===== src/rtl/seg7_scan_driver.sv =====
// Two-digit multiplexed 7-segment driver: alternates ones/tens anodes each slot,
// blanks anodes briefly at slot start and swaps new digits in only at frame boundaries.
module seg7_scan_driver #(
    parameter int REFRESH_DIV = 50000,
    parameter int GHOST_CYC   = 4,
    parameter int BLANK_LEAD  = 1
) (
    input  logic       i_Clk,
    input  logic       i_Rst,
    input  logic       i_Load,
    input  logic [3:0] i_Tens,
    input  logic [3:0] i_Ones,
    output logic [6:0] o_Seg,
    output logic [1:0] o_An,
    output logic       o_Frame
);

    localparam int             CW        = $clog2(REFRESH_DIV);
    localparam logic [CW-1:0]  CNT_LAST  = CW'(REFRESH_DIV - 1);
    localparam logic [CW-1:0]  GHOST_END = CW'(GHOST_CYC);
    localparam bit             BLANK_EN  = (BLANK_LEAD != 0);

    typedef enum logic {
        S_ONES = 1'b0,
        S_TENS = 1'b1
    } scanStateT;

    scanStateT      stateR;
    logic [CW-1:0]  cntR;
    logic [3:0]     shadowTensR;
    logic [3:0]     shadowOnesR;
    logic           pendingR;
    logic [3:0]     dispTensR;
    logic [3:0]     dispOnesR;
    logic [6:0]     segR;
    logic [1:0]     anR;
    logic           frameR;

    logic           wrapS;
    logic           commitS;
    logic [6:0]     segNextS;
    logic [1:0]     anNextS;

    // Active-low segment pattern for one BCD digit; non-BCD codes show a dash.
    function automatic logic [6:0] decodeDigit(input logic [3:0] digit);
        case (digit)
            4'd0:    decodeDigit = 7'h40;
            4'd1:    decodeDigit = 7'h79;
            4'd2:    decodeDigit = 7'h24;
            4'd3:    decodeDigit = 7'h30;
            4'd4:    decodeDigit = 7'h19;
            4'd5:    decodeDigit = 7'h12;
            4'd6:    decodeDigit = 7'h02;
            4'd7:    decodeDigit = 7'h78;
            4'd8:    decodeDigit = 7'h00;
            4'd9:    decodeDigit = 7'h10;
            default: decodeDigit = 7'h3F;
        endcase
    endfunction

    assign wrapS   = (cntR == CNT_LAST);
    assign commitS = wrapS && (stateR == S_TENS);

    // Next segment/anode pattern from the current slot, position and display digits.
    always_comb begin
        segNextS = 7'h7F;
        anNextS  = 2'b11;
        if (cntR < GHOST_END) begin
            segNextS = 7'h7F;
            anNextS  = 2'b11;
        end else if (stateR == S_ONES) begin
            segNextS = decodeDigit(dispOnesR);
            anNextS  = 2'b10;
        end else if (BLANK_EN && (dispTensR == 4'd0)) begin
            segNextS = 7'h7F;
            anNextS  = 2'b11;
        end else begin
            segNextS = decodeDigit(dispTensR);
            anNextS  = 2'b01;
        end
    end

    // Slot counter, scan FSM, load shadowing with frame-boundary commit, output registers.
    always_ff @(posedge i_Clk) begin
        if (i_Rst) begin
            cntR        <= {CW{1'b0}};
            stateR      <= S_ONES;
            shadowTensR <= 4'd0;
            shadowOnesR <= 4'd0;
            pendingR    <= 1'b0;
            dispTensR   <= 4'd0;
            dispOnesR   <= 4'd0;
            segR        <= 7'h7F;
            anR         <= 2'b11;
            frameR      <= 1'b0;
        end else begin
            cntR <= wrapS ? {CW{1'b0}} : cntR + CW'(1);
            if (wrapS) begin
                stateR <= (stateR == S_ONES) ? S_TENS : S_ONES;
            end else begin
                stateR <= stateR;
            end
            if (i_Load) begin
                shadowTensR <= i_Tens;
                shadowOnesR <= i_Ones;
            end
            // A load landing on the commit cycle is fresher than anything shadowed.
            if (commitS && i_Load) begin
                dispTensR <= i_Tens;
                dispOnesR <= i_Ones;
                pendingR  <= 1'b0;
            end else if (commitS && pendingR) begin
                dispTensR <= shadowTensR;
                dispOnesR <= shadowOnesR;
                pendingR  <= 1'b0;
            end else if (i_Load) begin
                pendingR  <= 1'b1;
            end
            segR   <= segNextS;
            anR    <= anNextS;
            frameR <= commitS;
        end
    end

    assign o_Seg   = segR;
    assign o_An    = anR;
    assign o_Frame = frameR;

endmodule


===== config.mk =====
export PLATFORM = sky130hd
export DESIGN_NAME = seg7_scan_driver
export DESIGN_NICKNAME = d
export VERILOG_FILES = /design/src/rtl/seg7_scan_driver.sv
export SDC_FILE = /design/constraint.sdc
export NUM_CORES = 1
export LEC_CHECK = 0
export ABC_CLOCK_PERIOD_IN_PS = 4250
export CAP_MARGIN = 20
export CORE_MARGIN = 1
export CORE_UTILIZATION = 60
export CTS_CLUSTER_SIZE = 40
export DETAILED_ROUTE_END_ITERATION = 12
export PLACE_DENSITY = 0.82
export SLEW_MARGIN = 0
export SYNTH_ARGS = -nofsm -noshare
export SYNTH_HDL_FRONTEND = slang
export SYNTH_SLANG_ARGS = --single-unit

===== constraint.sdc =====
create_clock -name i_Clk -period 4.25 [get_ports i_Clk]
set_input_delay 0.85 -clock i_Clk [delete_from_list [all_inputs] [get_ports i_Clk]]
set_output_delay 0.85 -clock i_Clk [all_outputs]
set_load 0.02 [all_outputs]

; Word-level counts from Yosys, hierarchy flattened
; Memories as Yosys holds them, arrays and structs flattened. A register that Yosys moved wholly into a read port is not among the register bits.
; Index checks and enable logic that the tools add are counted.
[op_classes]
addsub = 1
order_cmp = 1
eq_ne = 1
muxes = 13
bitwise_logic = 1
n_reduce_logical = 9
[op_table]
columns = operator, n
row1 = $mux W4, 8
row2 = $add A16 B1 Y16 const B, 1
row3 = $eq A16 B16 Y1 const B, 1
row4 = $lt A16 B3 Y1 const B, 1
row5 = $mux W7, 2
row6 = $reduce_or A3 Y1, 2
row7 = $logic_not A4 Y1, 1
row8 = $reduce_or A2 Y1, 2
row9 = $logic_and A1 B1 Y1, 3
row10 = $mux W1, 2
row11 = $mux W2, 1
row12 = $reduce_bool A2 Y1, 1
row13 = $not A1 Y1, 1
[word_totals]
register_bits = 44
romBits = 224
in_bits = 11
output_inout_bits = 10
wordCells = 39
mem_count = 2
[memory_table]
columns = memory, depth, word_bits, read_ports, rd_clocked_by_memory_dff, wr, line_no
row1 = (name not given), 16, 7, 1, 1, 0, 46  ; case (digit)
row2 = (name not given), 16, 7, 1, 1, 0, 46

; Depth between registers and ports, before layout
; Gate-level depths: netlist of run 1.
[depth]
ltp_word = 7
mapped_depth = 13
ltp_nobuf = 12

; Least setup slack after synthesis of run 1
; OpenSTA, ideal clock, no wires.
[synth_timing]
kind = input-to-reg
start = input i_Load
end = register (tool-made name)
setup_time_ns = 0.130
arrival_time_ns = 2.819
required_time_ns = 4.120
slack_ns = 1.301
path_stages = 13
path_buffers = 2
path_cell_list = clkbuf_1 nor2_1 nor2b_1 and2_1 buf_6 nand2b_1 a21oi_1 inv_1 ha_1 inv_1 nor2_1 o31ai_1 a21oi_1
[synth_lines]
columns = item, line_no
row1 = from (decl), 10  ; input logic i_Load,

==> flow_summary.toml, run 1 <==
[clock_tree]
clockBufferDepth = 2
path_clk_slew_ns = 0.07
htreeDepth = 3
cts_sinks = 58
ctsResizeCount = 0
post_cts_buffers = 0
insertion_delay_ns = 0.34
numCtsBuffers = 9
cts_root_buf = "clkbuf_8"
cts_tree = "yes"
ctsHoldBuffers = 0

[setup_path]
worstSetupPathType = "flip-flop to flip-flop"
crit_cells = 9
cp.required_ns = 4.53
crit_path_start_kind = "flip-flop"
cp.arrival_ns = 3.58
path_buf_inv = 1
cp_max_fo = 9
crit_family = "simple AND/OR/NAND/NOR gates"
reg2reg_slack_ns = 0.95
crit_chain = "or4_4 > nor4_4 > and2_1 > o21ai_0 > a21boi_0 > inv_1 > ha_1 > o32ai_1 > a211o_1"
max_stage_delay_ns = 0.57
crit_slowest_cell = "or4_4"
worst_r2r_path_depth = 9
worstSetupEndpointType = "flip-flop"

[layout]
num-fill-cells = 307
layout.cells.non_filler = 355
multi_input_area_sq_um = 1296
layout-drive-gt1-share_pct = 10.16
fin_nets = 322
area_growth_pct = 18.32
seq_area_sq_um = 1161
antenna_cells = 0

[floorplanning]
rows = 23
core_sq_um = 4058
die_h_microns = 67.26
die_w_microns = 67.26
dieArea_sq_um = 4523
start_util_pct = 62.97
ios = 21

[timing]
finalCritPeriodShare_pct = 77.62
fin_setup_tns_ns = 0
hold_viol_final = 0
worstMarginPinSlew_ns = 0.7002
skew_ns = 0.009312
clock.fmax_ghz = 0.3031
slew_viol_final = 0
period_minus_slack_ns = 3.299
slew_headroom_pct = 52.58
rsz0062_at_grt = "false"
setup_viol = 0

[power_and_ir_drop]
p_leak_nw = 1.240
powerDensity_nw_per_um2 = 390.6
irDropWorstVdd_uv = 258.2

[yosys]
yosysMostFrequentCell = "dfxtp_1"
synthTopCellsByArea = "dfxtp_1 45%, nor2_1 5.6%, ha_1 5.4%, mux2i_1 3.1%, xnor2_1 3.1%"
synth_commonest_cells = "58 x dfxtp_1, 38 x nor2_1, 18 x nand2_1, 14 x a21oi_1, 13 x inv_1"
ys_seq_elements = 58
synth_cells = 274
synth.avg_cell_area_sq_um = 9.325
synth_edf_count = 0
synth-seq-area-share_pct = 45.45
synth_top_cell_by_area = "dfxtp_1"
ys.flop_type = "dfxtp_1"
syn-num-nets = 296
synth_area_sq_um = 2555
synth_top_area_share_pct = 45.45
synthDistinctLibCells = 47
async_reset_ff_share_pct = 0
yosysWarnings = 0

[status]
outcome = "finished clean"

[global_route]
grt_usage_pct = 26.17
grt_pass1_wl_mm = 8.424
grt_overflow_total = 0
antenna_found_initial = 0
grt_max_degree = 19
first_global_vias = 1898

[worst_hold_path]
holdPathStages = 1
hold_path.class = "flip-flop to flip-flop"

[detailed_routing]
wl_per_cell_microns = 14.81
postRouteAntennaNets = 0
drt-total-wl_mm = 5.257
drtIter0Drc = 127
drcViolationCount = 0
via_per_inst = 5.642
firstDrtPassIters = 4
num_vias = 2003

[placed_design]
dp.final_hpwl_mm = 3.771
placement.io_buffers = 20
dp.cells = 338
place_congestion = 0.9010

[flow_run]
cap_violations = 0
==> placed cells by master, fill, tap and decap left out, types with 4 or more instances in the layout <==
cell	count
clkbuf_8	10
mux2i_1	8
nand2b_1	4
nor2b_1	5
clkdlybuf4s50_1	20
ha_1	11
inv_1	13
dfxtp_1	58
a21oi_1	14
nor3_1	6
buf_4	4
o21ai_0	7
o22a_1	7
xnor2_1	9
nand3_1	10
nand2_1	18
and3_1	9
nor2_1	38
xor2_1	6
==> stage by stage <==
stage	area, sq um	total power [mW]	hold slack (ns)	setup WS, ns	utilization, %
after detailed placement	2799	0.6282	0.4308	0.7379	68.98
after floorplan	2555	0.6042	0.4132	1.301	-
after global placement	2799	0.6269	0.4244	0.9019	68.98
after global routing	3023	1.215	0.4577	0.7841	74.50
final	3023	1.181	0.4357	0.9513	74.50
after CTS	3018	1.183	0.4412	0.9756	74.38
==> logic make-up after synthesis <==
group,after synthesis,synth area share [%]
and+or+nand+nor,105,20.42
AOI/OAI and AO/OA,50,14.50
buffers and inverters,23,3.820
DFF,58,45.45
xor gates and xnor gates,15,5.142
adders and majority gates,11,5.387
muxes,12,5.289
==> power breakdown <==
group / switching, mW / total, mW / internal [mW]
logic: 0.0297 / 0.0579 / 0.0282
clock network: 0.217 / 0.564 / 0.347
registers: 0.00493 / 0.559 / 0.554
==> final cells by class <==
type	instances	area share (%)
multi-input cells	193	42.88
well taps	50	2.070
clock buffers	12	4.801
clock inverters	4	2.442
inverters	13	1.614
flip-flops and latches	58	38.41
repair buffers	25	7.781
==> worst paths after layout <==
kind,start,endpoint
worst max-delay path,cntR[11]$_SDFF_PP0_,flip-flop
worst min-delay path,cntR[0]$_SDFF_PP0_,cntR[0]$_SDFF_PP0_
worst max register to register,cntR[11]$_SDFF_PP0_,flip-flop
worst min register to register,cntR[0]$_SDFF_PP0_,cntR[0]$_SDFF_PP0_
==> metal layers <==
layer,up-vias,wire length (microns),track usage [%]
met2,50,2586,45.63
met4,0,202,18.88
met1,929,2224,27.28
met5,-,0,0
li1,1006,-,-
met3,18,243,6.250
Power figures use the tool's default switching activity.
==> run 2: changes to the inputs <==
--- a/config.mk
+++ b/config.mk
@@ -5,13 +5,13 @@
 export SDC_FILE = /design/constraint.sdc
 export NUM_CORES = 1
 export LEC_CHECK = 0
-export ABC_CLOCK_PERIOD_IN_PS = 4250
+export ABC_CLOCK_PERIOD_IN_PS = 3200
 export CAP_MARGIN = 20
 export CORE_MARGIN = 1
-export CORE_UTILIZATION = 60
+export CORE_UTILIZATION = 57
 export CTS_CLUSTER_SIZE = 40
 export DETAILED_ROUTE_END_ITERATION = 12
-export PLACE_DENSITY = 0.82
+export PLACE_DENSITY = 0.79
 export SLEW_MARGIN = 0
 export SYNTH_ARGS = -nofsm -noshare
 export SYNTH_HDL_FRONTEND = slang
==> constraint.sdc (replaced) <==
create_clock -name i_Clk -period 3.2 [get_ports i_Clk]
set_input_delay 0.64 -clock i_Clk [delete_from_list [all_inputs] [get_ports i_Clk]]
set_output_delay 0.64 -clock i_Clk [all_outputs]
set_load 0.02 [all_outputs]
==> flow_summary.toml, run 2 (synthesis results as in run 1) <==
[detailed_routing]
via_per_inst = 5.450
drcViolationCount = 0
drt-total-wl_mm = 5.165
wl_per_cell_microns = 14.35
drtIter0Drc = 105
postRouteAntennaNets = 0
firstDrtPassIters = 4
num_vias = 1962

[worst_hold_path]
min_to = "o_Seg[6]$_SDFF_PP1_"
holdPathStages = 1
hold_path.class = "flip-flop to flip-flop"

[status]
outcome = "finished clean"

[clock_tree]
cts_root_buf = "clkbuf_8"
insertion_delay_ns = 0.33
path_clk_slew_ns = 0.06
ctsHoldBuffers = 0
clockBufferDepth = 2
cts_tree = "yes"
post_cts_buffers = 0
htreeDepth = 3
numCtsBuffers = 9
cts_sinks = 58
ctsResizeCount = 0

[setup_path]
worstReg2RegStart = "cntR[11]$_SDFF_PP0_"
crit_chain = "or4_4 > nor4_4 > and2_2 > nand2b_1 > a21oi_1 > inv_1 > ha_1 > inv_1 > nor2_1 > o31ai_1 > a21oi_1"
cp_max_fo = 10
worstSetupEndpointType = "flip-flop"
crit_path_start_kind = "flip-flop"
cp.required_ns = 3.40
crit_family = "simple AND/OR/NAND/NOR gates"
worst_r2r_path_depth = 11
max_stage_delay_ns = 0.57
reg2reg_slack_ns = 0.35
worstSetupPathType = "flip-flop to flip-flop"
crit_slowest_cell = "or4_4"
path_buf_inv = 2
cp.arrival_ns = 3.06

[placed_design]
place_area_sq_um = 2856
place_congestion = 0.8279
dp.final_hpwl_mm = 3.643
placement.io_buffers = 20

[timing]
slew_viol_final = 0
period_minus_slack_ns = 2.851
skew_ns = 0.005416
finalCritPeriodShare_pct = 89.11
worstMarginPinSlew_ns = 0.9188
hold_viol_final = 0
rsz0062_at_grt = "false"
setup_viol = 0
clock.fmax_ghz = 0.3507
fin_setup_tns_ns = 0
slew_headroom_pct = 37.78

[layout]
final_common_cell = "dfxtp_1"
num-fill-cells = 315
design_area_sq_um = 3040
layout-drive-gt1-share_pct = 11.94
antenna_cells = 0
final_cell_mix = "58 x dfxtp_1, 38 x nor2_1, 20 x clkdlybuf4s50_1, 18 x nand2_1, 14 x a21oi_1"
fin_nets = 327
area_growth_pct = 19.00

[global_route]
grt_max_degree = 31
antenna_found_initial = 0
first_global_vias = 1685
grt_overflow_total = 0
grt_pass1_wl_mm = 7.983
grt_usage_pct = 23.90

[floorplanning]
rows = 23
start_util_pct = 61.65
dieArea_sq_um = 4754
die_w_microns = 68.95
ios = 21
core_sq_um = 4144
die_h_microns = 68.95

[flow_run]
cap_violations = 0

[power_and_ir_drop]
irDropWorstVdd_uv = 375.0
p_leak_nw = 1.261
powerDensity_nw_per_um2 = 472.9
-- run 2: area by class of cell --
type                            count  area (sq um)  area share [%]
Multi-Input combinational cell    193          1297           42.67
Sequential cell                    58          1161           38.19
Timing Repair Buffer               30         287.8           9.465
Clock buffer                       14         172.7           5.679
Tap cell                           50         62.56           2.058
Inverter                           13         48.80           1.605
Clock inverter                      2         10.01          0.3292
-- run 2: metrics by stage --
step           util, %  hold WS, ns  std cells  power [mW]  worst slack (ns)
6_report         73.37       0.4406        360       1.438            0.3486
5_1_grt          73.37       0.4580        360       1.489            0.1255
4_1_cts          73.34       0.4471        360       1.451            0.2333
3_5_place_dp     68.93       0.4307        344      0.8366            0.2093
3_3_place_gp     68.93       0.4265        344      0.8352            0.2684
2_1_floorplan        -       0.4132        274      0.8024            0.4458
-- run 2: power breakdown --
group | internal, mW | total, mW | switching, mW | leakage (nW)
logic | 0.0393 | 0.0794 | 0.0401 | 0.694
registers | 0.736 | 0.743 | 0.00719 | 0.470
clock network | 0.342 | 0.615 | 0.273 | 0.0965
total | 1.12 | 1.44 | 0.320 | 1.26
-- run 2: layer usage --
layer / global-route usage [%] / vias to the layer above / part of all wire [%]
li1: - / 1010 / -
met1: 34.17 / 897 / 52
met2: 33.01 / 46 / 42
met3: 5.428 / 9 / 4.4
met4: 12.24 / 0 / 1.7
met5: 0 / - / 0
-- run 2: worst max-delay path by stage --
| stage | start | end | slack (ns) | depth (start not counted) |
|---|---|---|---|---|
| after floorplan | cntR[11]$_SDFF_PP0_ | flip-flop | 0.45 | 12 |
| after global placement | i_Load | flip-flop | 0.27 | 12 |
| after detailed placement | i_Load | flip-flop | 0.21 | 12 |
| after CTS | cntR[11]$_SDFF_PP0_ | flip-flop | 0.23 | 11 |
| after global routing | cntR[11]$_SDFF_PP0_ | flip-flop | 0.13 | 11 |
| final | cntR[11]$_SDFF_PP0_ | flip-flop | 0.35 | 11 |
==> run 3: changes to the inputs <==
--- a/config.mk
+++ b/config.mk
@@ -9,7 +9,6 @@
 export CAP_MARGIN = 20
 export CORE_MARGIN = 1
 export CORE_UTILIZATION = 57
-export CTS_CLUSTER_SIZE = 40
 export DETAILED_ROUTE_END_ITERATION = 12
 export PLACE_DENSITY = 0.79
 export SLEW_MARGIN = 0
==> results of run 3 <==
The final DEF is identical to that of run 2; final timing and power are the same.
